`src/rtl/timer_pkg.sv`:
```
// Shared definitions for the 8-bit timer register bank.
// Holds the register map, the TCR/TSR bit positions, the TCR write mask
// and the APB completer FSM state type.
package timer_pkg;

  // Byte addresses of the register bank.
  localparam logic [7:0] ADDR_TDR  = 8'h00;
  localparam logic [7:0] ADDR_TCR  = 8'h01;
  localparam logic [7:0] ADDR_TSR  = 8'h02;
  localparam logic [7:0] ADDR_TCNT = 8'h03;

  // TCR bit positions.
  localparam int LOAD    = 7;
  localparam int DOWN    = 5;
  localparam int EN      = 4;
  localparam int CKS_MSB = 1;
  localparam int CKS_LSB = 0;

  // Bits [6] and [3:2] of TCR do not exist and always read back as 0.
  localparam logic [7:0] TCR_WMASK = 8'hB3;

  // TSR bit positions.
  localparam int OVF = 0;
  localparam int UDF = 1;

  typedef enum logic {
    ST_IDLE,
    ST_ACCESS
  } apb_state_t;

endpackage

```
`src/rtl/timer_apb_regs_if.sv`:
```
// APB bus bundle between the CPU-side requester and the timer register bank.
//   psel/penable/pwrite/paddr/pwdata : requester -> completer
//   prdata/pready/pslverr            : completer -> requester
interface timer_apb_regs_if #(
  parameter int ADDR_W = 8
);
  logic              psel;
  logic              penable;
  logic              pwrite;
  logic [ADDR_W-1:0] paddr;
  logic [7:0]        pwdata;
  logic [7:0]        prdata;
  logic              pready;
  logic              pslverr;

  modport master (
    output psel, penable, pwrite, paddr, pwdata,
    input  prdata, pready, pslverr
  );

  modport slave (
    input  psel, penable, pwrite, paddr, pwdata,
    output prdata, pready, pslverr
  );
endinterface

```
`src/rtl/apb_wait_ctrl.sv`:
```
// IDLE/ACCESS transfer sequencer for an APB completer.
//   clk, rst    : clock, asynchronous active-high reset
//   psel,penable: APB control inputs
//   setup       : high in the SETUP cycle being accepted; the parent
//                 captures address/direction/data on this edge
//   pready      : completion strobe after WAIT_CYCLES stalled ACCESS cycles
module apb_wait_ctrl
  import timer_pkg::*;
#(
  parameter int unsigned WAIT_CYCLES = 0
) (
  input  logic clk,
  input  logic rst,
  input  logic psel,
  input  logic penable,
  output logic setup,
  output logic pready
);

  localparam logic [2:0] WAIT_LIM = 3'(WAIT_CYCLES);

  apb_state_t state_q, state_d;
  logic [2:0] wcnt_q, wcnt_d;

  // NOTE: sequential state uses non-blocking assignments so every flop
  // samples pre-edge values regardless of process ordering.
  always_ff @(posedge clk or posedge rst) begin
    if (rst) begin
      state_q <= ST_IDLE;
      wcnt_q  <= '0;
    end else begin
      state_q <= state_d;
      wcnt_q  <= wcnt_d;
    end
  end

  // NOTE: every output of this block is given a default first, so no path
  // leaves a signal unassigned and no latch is inferred.
  always_comb begin
    state_d = state_q;
    wcnt_d  = wcnt_q;
    setup   = 1'b0;
    pready  = (state_q == ST_ACCESS) && psel && penable && (wcnt_q == WAIT_LIM);

    unique case (state_q)
      ST_IDLE: begin
        if (psel && !penable) begin
          setup   = 1'b1;
          state_d = ST_ACCESS;
          wcnt_d  = '0;
        end
      end
      ST_ACCESS: begin
        if (!psel || pready) begin
          // Completion, or the requester abandoned the transfer.
          state_d = ST_IDLE;
        end else if (penable) begin
          wcnt_d = wcnt_q + 3'd1;
        end
      end
      default: state_d = ST_IDLE;
    endcase
  end

endmodule

```
`src/rtl/timer_apb_regs.sv`:
```
// APB completer for the 8-bit timer register bank.
//   clk, rst         : clock, asynchronous active-high reset
//   bus (slave)      : APB psel/penable/pwrite/paddr/pwdata/prdata/pready/pslverr
//   tdr, tcr         : reload/compare and control registers to the core
//   tcnt             : live counter value, returned at address 0x03
//   ovf_set, udf_set : one-cycle flag pulses from the core
//   tsr              : sticky status flags, write-1-to-clear
module timer_apb_regs
  import timer_pkg::*;
#(
  parameter int unsigned WAIT_CYCLES = 0,
  parameter int          ADDR_W      = 8,
  parameter int          DATA_W      = 8
) (
  input  logic              clk,
  input  logic              rst,
  timer_apb_regs_if.slave   bus,
  output logic [DATA_W-1:0] tdr,
  output logic [DATA_W-1:0] tcr,
  input  logic [DATA_W-1:0] tcnt,
  input  logic              ovf_set,
  input  logic              udf_set,
  output logic [DATA_W-1:0] tsr
);

  logic              setup, pready;
  logic [ADDR_W-1:0] addr_q;
  logic              write_q;
  logic [7:0]        wdata_q;
  logic [7:0]        reg_addr;
  logic              err, wr_commit;
  logic [7:0]        tsr_d;

  apb_wait_ctrl #(.WAIT_CYCLES(WAIT_CYCLES)) u_wait (
    .clk     (clk),
    .rst     (rst),
    .psel    (bus.psel),
    .penable (bus.penable),
    .setup   (setup),
    .pready  (pready)
  );

  // Any address outside the bank collapses onto 0xFF so a single case
  // statement covers both the map and the out-of-range error.
  assign reg_addr  = (addr_q[ADDR_W-1:2] == '0) ? {6'd0, addr_q[1:0]} : 8'hFF;
  assign err       = (reg_addr == 8'hFF) || (write_q && reg_addr == ADDR_TCNT);
  assign wr_commit = pready && write_q && !err;

  assign bus.pready  = pready;
  assign bus.pslverr = pready && err;

  always_comb begin
    bus.prdata = 8'h00;
    if (pready && !write_q) begin
      unique case (reg_addr)
        ADDR_TDR:  bus.prdata = tdr;
        ADDR_TCR:  bus.prdata = tcr;
        ADDR_TSR:  bus.prdata = tsr;
        ADDR_TCNT: bus.prdata = tcnt;
        default:   bus.prdata = 8'h00;
      endcase
    end
  end

  // Clear first, then set: a flag pulse in the same cycle as a W1C wins.
  always_comb begin
    tsr_d = tsr;
    if (wr_commit && reg_addr == ADDR_TSR) begin
      tsr_d[UDF:OVF] = tsr[UDF:OVF] & ~wdata_q[UDF:OVF];
    end
    if (ovf_set) tsr_d[OVF] = 1'b1;
    if (udf_set) tsr_d[UDF] = 1'b1;
  end

  // NOTE: the captured request is reset along with the registers; these are
  // a few flops, not a memory, so resetting them costs nothing and keeps
  // decode outputs defined from the first cycle.
  always_ff @(posedge clk or posedge rst) begin
    if (rst) begin
      addr_q  <= '0;
      write_q <= 1'b0;
      wdata_q <= 8'h00;
      tdr     <= 8'h00;
      tcr     <= 8'h00;
      tsr     <= 8'h00;
    end else begin
      if (setup) begin
        addr_q  <= bus.paddr;
        write_q <= bus.pwrite;
        wdata_q <= bus.pwdata;
      end
      if (wr_commit && reg_addr == ADDR_TDR) tdr <= wdata_q;
      if (wr_commit && reg_addr == ADDR_TCR) tcr <= wdata_q & TCR_WMASK;
      tsr <= tsr_d;
    end
  end

endmodule

```
`src/flat_wrapper.sv`:
```
// flat-port wrapper written by rule: the top's interface ports become plain ports
module timer_apb_regs_flat import timer_pkg::*;
#(
  parameter int unsigned WAIT_CYCLES = 0,
  parameter int          ADDR_W      = 8,
  parameter int          DATA_W      = 8
)
  (clk, rst, tdr, tcr, tcnt, ovf_set, udf_set, tsr, bus_psel, bus_penable, bus_pwrite, bus_paddr, bus_pwdata, bus_prdata, bus_pready, bus_pslverr);
  timer_apb_regs_if #(.ADDR_W(ADDR_W)) bus_i ();
  input  logic clk;
  input  logic rst;
  output logic [DATA_W-1:0] tdr;
  output logic [DATA_W-1:0] tcr;
  input  logic [DATA_W-1:0] tcnt;
  input  logic ovf_set;
  input  logic udf_set;
  output logic [DATA_W-1:0] tsr;
  input wire logic [$bits(bus_i.psel)-1:0] bus_psel;
  input wire logic [$bits(bus_i.penable)-1:0] bus_penable;
  input wire logic [$bits(bus_i.pwrite)-1:0] bus_pwrite;
  input wire logic [$bits(bus_i.paddr)-1:0] bus_paddr;
  input wire logic [$bits(bus_i.pwdata)-1:0] bus_pwdata;
  output wire logic [$bits(bus_i.prdata)-1:0] bus_prdata;
  output wire logic [$bits(bus_i.pready)-1:0] bus_pready;
  output wire logic [$bits(bus_i.pslverr)-1:0] bus_pslverr;
  assign bus_i.psel = bus_psel;
  assign bus_i.penable = bus_penable;
  assign bus_i.pwrite = bus_pwrite;
  assign bus_i.paddr = bus_paddr;
  assign bus_i.pwdata = bus_pwdata;
  assign bus_prdata = bus_i.prdata;
  assign bus_pready = bus_i.pready;
  assign bus_pslverr = bus_i.pslverr;
  timer_apb_regs #(.WAIT_CYCLES(WAIT_CYCLES), .ADDR_W(ADDR_W), .DATA_W(DATA_W)) u_core (.clk(clk), .rst(rst), .bus(bus_i), .tdr(tdr), .tcr(tcr), .tcnt(tcnt), .ovf_set(ovf_set), .udf_set(udf_set), .tsr(tsr));
endmodule
```
`config.mk`:
```
export PLATFORM = sky130hd
export DESIGN_NAME = timer_apb_regs_flat
export DESIGN_NICKNAME = d
export VERILOG_FILES = /design/src/rtl/timer_pkg.sv /design/src/rtl/timer_apb_regs_if.sv /design/src/rtl/apb_wait_ctrl.sv /design/src/rtl/timer_apb_regs.sv /design/src/flat_wrapper.sv
export SDC_FILE = /design/constraint.sdc
export NUM_CORES = 1
export LEC_CHECK = 0
export CORE_MARGIN = 3
export CORE_UTILIZATION = 48
export CTS_CLUSTER_DIAMETER = 60
export DETAILED_ROUTE_END_ITERATION = 10
export GPL_ROUTABILITY_DRIVEN = 0
export GPL_TIMING_DRIVEN = 0
export HOLD_SLACK_MARGIN = 0.05
export PLACE_DENSITY = 0.89
export SYNTH_ARGS = -nofsm -noshare
export SYNTH_HDL_FRONTEND = slang
export SYNTH_SLANG_ARGS = --single-unit
```
`constraint.sdc`:
```
create_clock -name clk -period 5.51 [get_ports clk]
set_clock_uncertainty 0.05 [all_clocks]
set_input_delay 1.653 -clock clk [delete_from_list [all_inputs] [get_ports clk]]
set_output_delay 1.653 -clock clk [all_outputs]
set_load 0.03 [all_outputs]
```
==> impl_metrics.env, run 1 <==
export IMPL_slew_violations=0
export IMPL_route_detailed_drc=0
export IMPL_syn_inst=155
export IMPL_crit_slowest_cell="clkdlybuf4s50_1"
export IMPL_ff2ff_setup_slack_ns=3.34
export IMPL_worstPathArrival_ns=3.64
export IMPL_power_leakage_nw=1.15
export IMPL_rows=21
export IMPL_power_per_cell_area_nw_per_um2=284
export IMPL_drtPass1Iterations=4
export IMPL_ff2ff_path_depth=5
export IMPL_stdcell_area_um2=2540
export IMPL_synthMostInstantiatedCell="dfrtp_1"
export IMPL_slew_headroom_pct=51.5
export IMPL_cp_max_fo=8
export IMPL_cts_htree_levels=2
export IMPL_grt_pass1_vias=1356
export IMPL_synth_edf_count=0
export IMPL_initial_core_util_pct=52.2
export IMPL_critical_path_top_delay_family="buffers and inverters"
export IMPL_reg2reg_to="u_core.tdr[4]"
export IMPL_postRouteAntennaNets=0
export IMPL_cp_buffers_inverters=3
export IMPL_crit_chain="clkdlybuf4s50_1, nand3_2, or4_1, buf_2, a21oi_1, dlygate4sd2_1"
export IMPL_synth_common_cells="dfrtp_1 (36), mux2_2 (30), nand2_1 (12)"
export IMPL_track_usage_pct=18.7
export IMPL_cts_setup_buffers=0
export IMPL_cts_buffers=5
export IMPL_clk_path_buf_depth=2
export IMPL_wl_met1_um=1700
export IMPL_crit_type="input pin to output pin"
export IMPL_die_w_um=67.7
export IMPL_synth_top_cell_area_share_pct=49.3
export IMPL_slowest_delay_ns=0.59
export IMPL_io_pin_count=65
export IMPL_coreArea_um2=3490
export IMPL_avgRoutedWirePerCell_um=14.6
export IMPL_synth_area_per_cell_um2=11.8
export IMPL_place_ws_ns=-0.205
export IMPL_hold_end="u_core.tdr[2]"
export IMPL_min_period_over_period_pct=96.9
export IMPL_hold_start="u_core.wdata_q[2]"
export IMPL_synth_top_area_cell="dfrtp_1"
export IMPL_met2WireLength_um=1860
export IMPL_endpoint_kind="output pin"
export IMPL_tightestPinTransition_ns=0.726
export IMPL_final_net_count=257
export IMPL_grt_pass1_wl_um=6120
export IMPL_worstHoldPathCells=1
export IMPL_finish_utilization_pct=72.6
export IMPL_die_h_um=67.7
export IMPL_grt_start_max_net_pins=37
export IMPL_hp_class="register to register"
export IMPL_postPlaceCellArea_um2=2450
export IMPL_drt_iter0_drc=42
export IMPL_rsz0062_at_grt="false"
export IMPL_hpwlAfterDp_um=2900
export IMPL_synth_top_cells_by_area="dfrtp_1 (49%), mux2_2 (19%), buf_4 (3.7%)"
export IMPL_seq_area_frac_synth_pct=49.3
export IMPL_period_needed_ns=5.34
export IMPL_worstPathRequired_ns=3.81
export IMPL_antenna_cells=0
export IMPL_irDropWorstVdd_uv=203
export IMPL_drive_above_1_share_pct=25.8
export IMPL_routed_wl_um=3950
export IMPL_synth_ff_type="dfrtp_1"
export IMPL_max_freq_mhz=187
export IMPL_drv_cap=0
export IMPL_cts_tree="built"
export IMPL_grt_overflow_total=0
export IMPL_cts_num_sinks=36
export IMPL_vias=1398
export IMPL_setup_slack_ns=0.169
export IMPL_multi_input_area_um2=817
export IMPL_clk_pin_slew_ns=0.07
export IMPL_antenna_found_initial=0
export IMPL_status="completed"
export IMPL_routed_via_density=5.16
export IMPL_finalSetupViolCount=0
export IMPL_regArea_um2=901
export IMPL_area_growth_syn_to_layout_pct=39.1
export IMPL_syn_area_um2=1830
export IMPL_synthArstFlopShare_pct=100
export IMPL_r2r_start="u_core.u_wait.wcnt_q[0]"
export IMPL_io_buffers=54
export IMPL_ys_seq_elements=36
export IMPL_cts_root_buf="clkbuf_8"
export IMPL_synth_distinct_cells=28
export IMPL_clk_latency_ns=0.29
export IMPL_hold_viol=0
export IMPL_fill_cells=283
export IMPL_start_kind="input pin"
export IMPL_top_layer_used="met4"
export IMPL_ys_warn_count=0
export IMPL_die_area_um2=4580
export IMPL_dr_wl_met3_um=331
==> through the flow <==
step           instances  total power [mW]  hold WS (ns)  setup TNS (ns)
2_1_floorplan        163             0.474         0.405               0
3_3_place_gp         263             0.523         0.431           -1.35
3_5_place_dp         263             0.532         0.439           -1.47
4_1_cts              271             0.724         0.452               0
5_1_grt              271             0.760         0.481               0
6_report             271             0.721         0.446               0
==> power breakdown <==
part           internal [mW]  switching (mW)
clock network          0.102          0.0902
logic                 0.0973          0.0992
registers              0.304          0.0281
total                  0.503           0.218
==> sequential cells by signal, indices dropped and copies added, names as in the netlist <==
signal and count:
u_core.wdata_q 8, u_core.tdr 8, u_core.tcr 5, u_core.u_wait.wcnt_q 3
u_core.addr_q 8, u_core.tsr 2, u_core.write_q 1, u_core.u_wait.state_q 1
==> placed cells by master, fill, tap and decap left out, types with 2 or more instances in the layout <==
cell type        count
nor2_1              11
nand2_1             12
dlygate4sd2_1        8
inv_1                7
conb_1               9
o22ai_1              2
dfrtp_1             36
clkbuf_8             6
mux4_2               2
buf_6                2
nor4_4               2
buf_2                3
clkdlybuf4s50_1     46
a21oi_1              3
nand2b_1             3
nand3_1              4
buf_4                9
a22o_1               3
a31oi_1              6
ha_1                 2
nor4_1               2
mux2i_1              3
mux2_2              30
nor2b_1              2
clkbuf_1             4
==> how the worst max path moves through the flow <==
stage          slack (ns)     start            end  cells past startpoint
2_1_floorplan        0.84  bus_psel  bus_prdata[2]                      4
3_3_place_gp        -0.19  bus_psel  bus_prdata[2]                      6
3_5_place_dp        -0.20  bus_psel  bus_prdata[6]                      6
4_1_cts              0.19  bus_psel  bus_prdata[2]                      6
5_1_grt              0.06  bus_psel  bus_prdata[3]                      6
6_report             0.17  bus_psel  bus_prdata[6]                      6
==> cell type report <==
type                            instances  share of cell area (%)
Multi-Input combinational cell        103                    32.2
Clock buffer                            8                    3.55
Tap cell                               46                    2.27
Sequential cell                        36                    35.5
Timing Repair Buffer                   54                    20.9
Inverter                                8                    1.18
Buffer                                 16                    4.44
==> routing by layer <==
| layer | vias up | global-route usage, % |
|---|---|---|
| li1 | 662 | - |
| met1 | 677 | 22.7 |
| met5 | - | 0 |
| met4 | 0 | 6.08 |
| met2 | 54 | 30.9 |
| met3 | 5 | 6.66 |
==> kinds of logic after synthesis <==
| group | synth area share (%) |
|---|---|
| flops | 49.3 |
| compound gates | 6.44 |
| other cells | 0.205 |
| fa+ha+maj | 1.37 |
| simple gates | 12.2 |
| mux | 22.6 |
| buf+inv | 7.81 |
==> timing repair <==
item / 4_1_cts / 5_1_grt
hold buffers: 0 / 0
resized for setup: 9 / 0
endpoints found under the setup margin: 8 / 0
No activity file was read; power rests on OpenSTA's default activity.
==> inputs of run 2 (changes only) <==
ABC_CLOCK_PERIOD_IN_PS = 5510   (was unset)
CORE_MARGIN = unset   (was 3)
==> run 2 against run 1 <==
Critical path depth unchanged. Power is 1.8% lower. Register-to-register slack got worse by 0.04 ns. Clock-buffer cell count decreased by 2. Sequential share of layout area up 0.19 points. Clock power shrank 9%. Non-clock buffer count unchanged. Global-route usage up 3.6 points. Sequential power barely moved. Cell area fell by 0.54%.
==> impl_metrics.env, run 2 (synthesis gave the netlist of run 1 again) <==
export IMPL_worstPathArrival_ns=3.66
export IMPL_routed_via_density=5.12
export IMPL_dp_cells=265
export IMPL_grt_use_met1_pct=28.6
export IMPL_cts_setup_buffers=0
export IMPL_top_regs="u_core.addr_q x8, u_core.tdr x8, u_core.wdata_q x8"
export IMPL_clk_pin_slew_ns=0.06
export IMPL_die_area_um2=4050
export IMPL_start_kind="input pin"
export IMPL_instances_no_fill=272
export IMPL_place_ws_ns=-0.242
export IMPL_mostFrequentLayoutCells="clkdlybuf4s50_1 (46), dfrtp_1 (36), mux2_2 (30)"
export IMPL_drive_above_1_share_pct=26.3
export IMPL_vias=1392
export IMPL_rows=22
export IMPL_avgRoutedWirePerCell_um=14.5
export IMPL_routed_wl_um=3940
export IMPL_p_clk_share_pct=24.5
export IMPL_r2r_start="u_core.addr_q[5]"
export IMPL_die_w_um=63.7
export IMPL_io_pin_count=65
export IMPL_hpwlAfterDp_um=2870
export IMPL_antenna_cells=0
export IMPL_layout_commonest_cell="clkdlybuf4s50_1"
export IMPL_slew_headroom_pct=50.8
export IMPL_grt_start_max_net_pins=37
export IMPL_rsz0062_at_grt="false"
export IMPL_irDropWorstVdd_uv=197
export IMPL_grt_pass1_vias=1383
export IMPL_switchingPower_mw=0.220
export IMPL_power_per_cell_area_nw_per_um2=280
export IMPL_hold_start="u_core.addr_q[7]"
export IMPL_min_period_over_period_pct=97.3
export IMPL_ff2ff_setup_slack_ns=3.30
export IMPL_tightestPinTransition_ns=0.737
export IMPL_status="completed"
export IMPL_finalPower_mw=0.708
export IMPL_period_needed_ns=5.36
export IMPL_worstHoldPathCells=1
export IMPL_busiest_layer="met2"
export IMPL_slowest_delay_ns=0.60
export IMPL_setup_slack_ns=0.150
export IMPL_area_growth_syn_to_layout_pct=38.3
export IMPL_pwr_share_seq_pct=47.2
export IMPL_power_internal_mw=0.488
export IMPL_power_leakage_nw=1.14
export IMPL_grt_pass1_wl_um=6680
export IMPL_track_usage_pct=22.4
export IMPL_grt_overflow_total=0
export IMPL_antenna_found_initial=0
export IMPL_crit_chain="clkdlybuf4s50_1, nand3_2, or4_1, buf_2, a21oi_1, dlygate4sd2_1"
export IMPL_endpoint_kind="output pin"
export IMPL_cts_tree="built"
export IMPL_reg2reg_to="u_core.tdr[7]"
export IMPL_fill_cells=287
export IMPL_io_buffers=54
export IMPL_slew_violations=0
export IMPL_switching_share_pct=31.0
export IMPL_max_freq_mhz=187
export IMPL_hold_viol=0
export IMPL_final_net_count=257
export IMPL_cts_htree_levels=2
export IMPL_met3_usage_pct=6.88
export IMPL_initial_core_util_pct=49.9
export IMPL_drtPass1Iterations=4
export IMPL_worstPathRequired_ns=3.81
export IMPL_clk_path_buf_depth=2
export IMPL_cts_num_sinks=36
export IMPL_ff2ff_path_depth=4
export IMPL_postRouteAntennaNets=0
export IMPL_crit_type="input pin to output pin"
export IMPL_finalSetupViolCount=0
export IMPL_comb_power_share_pct=28.3
export IMPL_cp_max_fo=8
export IMPL_cts_root_buf="clkbuf_8"
export IMPL_clk_latency_ns=0.29
export IMPL_hp_class="register to register"
export IMPL_hold_end="u_core.addr_q[7]"
export IMPL_drv_cap=0
export IMPL_route_detailed_drc=0
export IMPL_coreArea_um2=3660
export IMPL_grt_met2_usage_pct=34.6
export IMPL_drt_iter0_drc=22
export IMPL_die_h_um=63.7
export IMPL_crit_slowest_cell="clkdlybuf4s50_1"
export IMPL_cts_buffers=5
run 2: repair_timing:
item                                    4_1_cts  5_1_grt
gates cloned                                  0        0
hold buffers                                  0        0
endpoints found under the setup margin        8        1
resized for setup                             9        2
run 2: worst max path at each step:
| stage | startpoint | endpoint | slack [ns] |
|---|---|---|---|
| finish | bus_psel | bus_prdata[3] | 0.15 |
| global route | bus_psel | bus_prdata[5] | 0.01 |
| CTS | bus_psel | bus_prdata[6] | 0.15 |
| detailed placement | bus_psel | bus_prdata[6] | -0.24 |
| global placement | bus_psel | bus_prdata[6] | -0.19 |
| floorplan | bus_psel | bus_prdata[2] | 0.84 |
run 2: per-stage QoR:
step | area, µm² | setup TNS (ns) | hold WS [ns] | util, %
detailed placement | 2460 | -1.65 | 0.445 | 67.1
CTS | 2530 | 0 | 0.462 | 69.1
global route | 2520 | 0 | 0.486 | 69.0
floorplan | 1860 | 0 | 0.405 | -
finish | 2520 | 0 | 0.461 | 69.0
global placement | 2460 | -1.35 | 0.436 | 67.1
run 2: critical path, delay by kind of cell:
family	cells	cell delay [ns]
buf+inv	3	1.21
compound gates	1	0.12
simple gates	2	0.66
run 2: power groups by stage:
stage	combinational [mW]	clock (mW)	sequential, mW
2_1_floorplan	0.142	0	0.331
3_3_place_gp	0.188	0	0.335
3_5_place_dp	0.198	0	0.339
4_1_cts	0.200	0.179	0.334
5_1_grt	0.222	0.193	0.340
6_report	0.200	0.174	0.334
run 2: cell type report:
cell class | count | area (µm²) | area share [%]
sequential | 36 | 901 | 35.7
multi-input combinational | 103 | 817 | 32.4
timing repair buffer | 54 | 527 | 20.9
buffer | 16 | 113 | 4.46
clock buffer | 6 | 72.6 | 2.87
tap | 48 | 60.1 | 2.38
inverter | 8 | 30.0 | 1.19
clock inverter | 1 | 5.00 | 0.198
run 2: metal layers:
layer | vias to the layer above | wire length [µm]
met1 | 656 | 1690
met3 | 12 | 269
li1 | 662 | -
met5 | - | 0
met2 | 62 | 1890
met4 | 0 | 90
==> inputs of run 3 (changes only) <==
ABC_CLOCK_PERIOD_IN_PS = 5650   (was 5510)
CORE_UTILIZATION = 45   (was 48)
PLACE_DENSITY = 0.84   (was 0.89)
clock period = 5.65 ns   (was 5.51 ns; I/O delays follow)
==> run 3 against run 2 <==
Critical path depth stayed put. Cell count increased by 0.37%. Register-to-register slack improved by 0.20 ns. Power shrank 0.75%. Non-clock buffer count did not move. Wire length fell by 1.9%. Combinational power shrank 5%. Global-route usage down 2.1 points. Critical endpoint is now bus_prdata[2]. Largest cell class unchanged.
==> impl_metrics.env, run 3 (synthesis gave the netlist of run 1 again) <==
export IMPL_worstPathRequired_ns=3.90
export IMPL_avgRoutedWirePerCell_um=14.1
export IMPL_whs_ns=0.444
export IMPL_area_growth_syn_to_layout_pct=39.2
export IMPL_postPlaceCellArea_um2=2460
export IMPL_clk_latency_ns=0.29
export IMPL_crit_type="input pin to output pin"
export IMPL_finalSetupViolCount=0
export IMPL_antenna_found_initial=0
export IMPL_ff2ff_setup_slack_ns=3.50
export IMPL_clk_pin_slew_ns=0.07
export IMPL_die_area_um2=4320
export IMPL_switching_share_pct=30.1
export IMPL_finalPower_mw=0.702
export IMPL_crit_start="bus_psel"
export IMPL_min_period_over_period_pct=97.2
export IMPL_hpwlAfterDp_um=2780
export IMPL_cts_tree="built"
export IMPL_drt_iter0_drc=65
export IMPL_cts_root_buf="clkbuf_8"
export IMPL_cts_buffers=5
export IMPL_period_needed_ns=5.49
export IMPL_endpoint_kind="output pin"
export IMPL_p_clk_share_pct=26.7
export IMPL_postRouteAntennaNets=0
export IMPL_routed_via_density=5.04
export IMPL_max_freq_mhz=182
export IMPL_pwr_share_seq_pct=46.2
export IMPL_initial_core_util_pct=48.4
export IMPL_route_detailed_drc=0
export IMPL_antenna_cells=0
export IMPL_place_ws_ns=-0.197
export IMPL_drive_above_1_share_pct=25.8
export IMPL_grt_pass1_vias=1310
export IMPL_power_internal_mw=0.491
export IMPL_cts_htree_levels=2
export IMPL_grt_start_max_net_pins=37
export IMPL_vias=1376
export IMPL_rsz0062_at_grt="false"
export IMPL_fin_setup_tns_ns=0
export IMPL_drv_cap=0
export IMPL_start_kind="input pin"
export IMPL_tightestPinTransition_ns=0.725
export IMPL_layout_commonest_cell="clkdlybuf4s50_1"
export IMPL_mostFrequentLayoutCells="clkdlybuf4s50_1 (46), dfrtp_1 (36), mux2_2 (30)"
export IMPL_die_w_um=65.7
export IMPL_ff2ff_path_depth=4
export IMPL_coreArea_um2=3770
export IMPL_rows=22
export IMPL_r2r_start="u_core.addr_q[2]"
export IMPL_fill_cells=304
export IMPL_io_buffers=54
export IMPL_final_net_count=257
export IMPL_setup_slack_ns=0.158
export IMPL_regArea_um2=901
export IMPL_hold_viol=0
export IMPL_cp_max_fo=8
export IMPL_stdcell_area_um2=2540
export IMPL_slew_headroom_pct=51.6
export IMPL_hp_class="register to register"
export IMPL_endpoint="bus_prdata[2]"
export IMPL_comb_power_share_pct=27.2
export IMPL_reg2reg_to="u_core.tdr[4]"
export IMPL_io_pin_count=65
export IMPL_cts_num_sinks=36
export IMPL_grt_pass1_wl_um=6300
export IMPL_slew_violations=0
export IMPL_grt_overflow_total=0
export IMPL_routed_wl_um=3860
export IMPL_clk_path_buf_depth=2
export IMPL_switchingPower_mw=0.211
export IMPL_die_h_um=65.7
export IMPL_top_regs="u_core.addr_q x8, u_core.tdr x8, u_core.wdata_q x8"
export IMPL_worstPathArrival_ns=3.75
export IMPL_drtPass1Iterations=4
export IMPL_power_leakage_nw=1.15
export IMPL_power_per_cell_area_nw_per_um2=276
export IMPL_track_usage_pct=20.2
export IMPL_multi_input_area_um2=817
export IMPL_status="completed"
export IMPL_irDropWorstVdd_uv=180
export IMPL_cts_setup_buffers=0
[run 3: changes by cell type in the layout (fill, tap and decap cells not counted), sizes merged]
cell / previous run / this run
dlygate4sd2: 7 / 8
clkinv: 1 / 0
clkbuf: 9 / 10
[run 3: layout make-up]
type                            instances  area share [%]
Multi-Input combinational cell        103            32.2
Tap cell                               48            2.36
Sequential cell                        36            35.5
Buffer                                 16            4.43
Timing Repair Buffer                   54            20.9
Inverter                                8            1.18
Clock buffer                            8            3.55
[run 3: timing repair]
action / CTS / global route
resized for setup: 9 / 0
hold buffers: 0 / 0
endpoints found under the setup margin: 8 / 0
[run 3: metal layers]
layer,GRT usage (%),routed length [µm],vias to the layer above,share of wire (%)
li1,-,-,664,-
met1,26.2,1700,657,44
met2,32.7,1880,50,49
met3,5.90,239,5,6.2
met4,5.71,41,0,1.1
met5,0,0,-,0
[run 3: how the worst min path moves through the flow]
stage,from,endpoint,cells after the start
5_1_grt,u_core.wdata_q[0],u_core.tsr[0],1
4_1_cts,u_core.wdata_q[0],u_core.tsr[0],1
3_5_place_dp,u_core.wdata_q[0],u_core.tsr[0],1
6_report,u_core.wdata_q[0],u_core.tsr[0],1
2_1_floorplan,u_core.wdata_q[0],u_core.tsr[0],1
3_3_place_gp,u_core.wdata_q[1],u_core.tsr[1],1
[run 3: power groups by stage]
stage | Sequential [mW] | Clock (mW) | Combinational [mW]
global placement | 0.327 | 0 | 0.184
detailed placement | 0.329 | 0 | 0.189
finish | 0.324 | 0.187 | 0.191
floorplan | 0.323 | 0 | 0.139
global route | 0.330 | 0.203 | 0.211
CTS | 0.324 | 0.189 | 0.191
[run 3: per-stage QoR]
stage	utilization [%]	instances
floorplan	-	163
global placement	65.1	265
detailed placement	65.1	265
CTS	67.4	273
global route	67.4	273
finish	67.4	273
[run 3: critical path: stages]
cell             delay (ns)
clkdlybuf4s50_1        0.61
nand3_2                0.23
or4_1                  0.43
buf_2                  0.20
a21oi_1                0.16
dlygate4sd2_1          0.42
==> variant, RTL diff (config.mk and constraints of run 1) <==
`ADDR_W` is set to 8 in 3 places; all go to 10.
--- a/src/rtl/timer_apb_regs_if.sv
+++ b/src/rtl/timer_apb_regs_if.sv
@@ -4,3 +4,3 @@
 interface timer_apb_regs_if #(
-  parameter int ADDR_W = 8
+  parameter int ADDR_W = 10
 );
--- a/src/rtl/timer_apb_regs.sv
+++ b/src/rtl/timer_apb_regs.sv
@@ -11,3 +11,3 @@
   parameter int unsigned WAIT_CYCLES = 0,
-  parameter int          ADDR_W      = 8,
+  parameter int          ADDR_W      = 10,
   parameter int          DATA_W      = 8
--- a/src/flat_wrapper.sv
+++ b/src/flat_wrapper.sv
@@ -4,3 +4,3 @@
   parameter int unsigned WAIT_CYCLES = 0,
-  parameter int          ADDR_W      = 8,
+  parameter int          ADDR_W      = 10,
   parameter int          DATA_W      = 8
Ports: changed (resized bus_paddr); port bits go from 65 to 67. The function was not compared with the original's and may differ.
==> variant against run 1 <==
Worst setup slack worse by 31 ps; via count hardly changed; combinational power is 13% lower; power is 0.90% lower; count of clock-buffer cells in the layout is 1 lower; wire length stayed put; final area is 2.6% higher; area after synthesis is 2.1% higher; utilization is 2.0 points lower; critical path depth stayed put; non-clock buffer count is 1 higher; sequential cell count is 2 higher; largest power group unchanged; highest routed layer unchanged.
==> variant: results (changes against run 1) <==
Run status
The flow ran to the end, and the final reports show no timing, DRC or antenna violations.

Cells and area
The total number of nets in the final design came to 260 (+1.2%). The multi-input combinational gate total came to 100 (-2.9%). The largest registers in the layout are u_core.addr_q x10, u_core.tdr x8, u_core.wdata_q x8.

The number of filler cells placed in the layout was 280 (-1.1%). The number of ordinary and repair buffers in the finished layout is 71 (+1.4%). The multi-input logic portion of the cell area is 0.316 (-0.00627). The fraction of area in clock buffers and inverters was 0.0351 (-0.000423).

GRT
The maximum number of pins on one net before global-route repair is 39 (+5.4%). The global-route usage over all layers is 0.184 (-0.00300). The met1 usage in global routing is 0.226 (-0.00144). The via count of the first global-routing pass is 1345 (-0.81%).

Timing
The slew of the pin with the lowest slew margin was 770 ps (+44.0 ps).

Floorplan
The area enclosed by the die boundary is 4660 um^2 (+1.9%).

Drt
The via density per instance was 5.10 (-1.2%). The iteration-0 DRC count of the detailed router is 65 (+55%). The sum of met3 wire segment lengths after detailed routing was 281 um (-15%).

The routed via count was 1397 (-0.072%). The met1 wire length is 1650 um (-3.5%).

Placement
The worst setup slack after placement was -128 ps (+76.2 ps). The post-detailed-placement cell area is 2520 um^2 (+2.9%). The post-DP HPWL was 2920 um (+0.72%).

The count of buffers from port buffering was 57 (+5.6%).

Power and ir drop
The worst-case vdd ir drop came to 0.174 mV (-14%). The reported leakage power was 1.17 nW (+2.3%).

Worst setup path
The delay of the slowest cell on the worst path is 560 ps (-30 ps).

Synth
The number of distinct library cells after synthesis is 31 (+11%). Yosys attributes the largest share of cell area to sky130_fd_sc_hd__dfrtp_1 51%, sky130_fd_sc_hd__mux2_2 21%, sky130_fd_sc_hd__buf_4 3.6%.
==> variant: changes by cell type after synthesis, moves of 3 or more <==
cell and change:
sky130_fd_sc_hd__mux2_2 +5, sky130_fd_sc_hd__buf_2 -3, sky130_fd_sc_hd__a31oi_1 -3, sky130_fd_sc_hd__nor2_1 -4
sky130_fd_sc_hd__nand2_1 -3, sky130_fd_sc_hd__a22oi_1 +3, sky130_fd_sc_hd__mux2i_1 -3
==> variant: cells by family after synthesis <==
family | count (synthesis) | share of synthesized area
AND/OR/NAND/NOR | 35 | 0.113
other | 1 | 0.00201
adder cells (fa/ha/maj) | 2 | 0.0134
buffers and inverters | 23 | 0.0645
AO/OA/AOI/OAI | 17 | 0.0611
multiplexers | 37 | 0.236
flip-flops | 38 | 0.510
==> variant: report_power, final <==
group          switching [mW]  total (mW)  internal [mW]
clock                  0.0901       0.191          0.101
sequential             0.0319       0.351          0.319
combinational          0.0822       0.172         0.0901
total                   0.204       0.714          0.510
==> variant: final timing paths <==
check                                               startpoint                           end  slack, ps  cells after the start
max                                                   bus_psel                 bus_prdata[2]        140                      6
min reg2reg                      u_core.wdata_q[0]$_DFFE_PP0P_     u_core.tsr[0]$_DFFE_PP0P_        450                      1
min                              u_core.wdata_q[0]$_DFFE_PP0P_     u_core.tsr[0]$_DFFE_PP0P_        450                      1
max in group asynchronous                                  rst     u_core.tdr[5]$_DFFE_PP0P_       3140                      2
min in group asynchronous                                  rst  u_core.addr_q[4]$_DFFE_PP0P_       1780                      2
max reg2reg                u_core.u_wait.wcnt_q[0]$_DFFE_PP0P_     u_core.tdr[3]$_DFFE_PP0P_       3210                      6
==> variant: what timing repair did <==
action,4_1_cts,5_1_grt
endpoints found under the setup margin,8,0
hold buffers,0,0
resized for setup,8,0
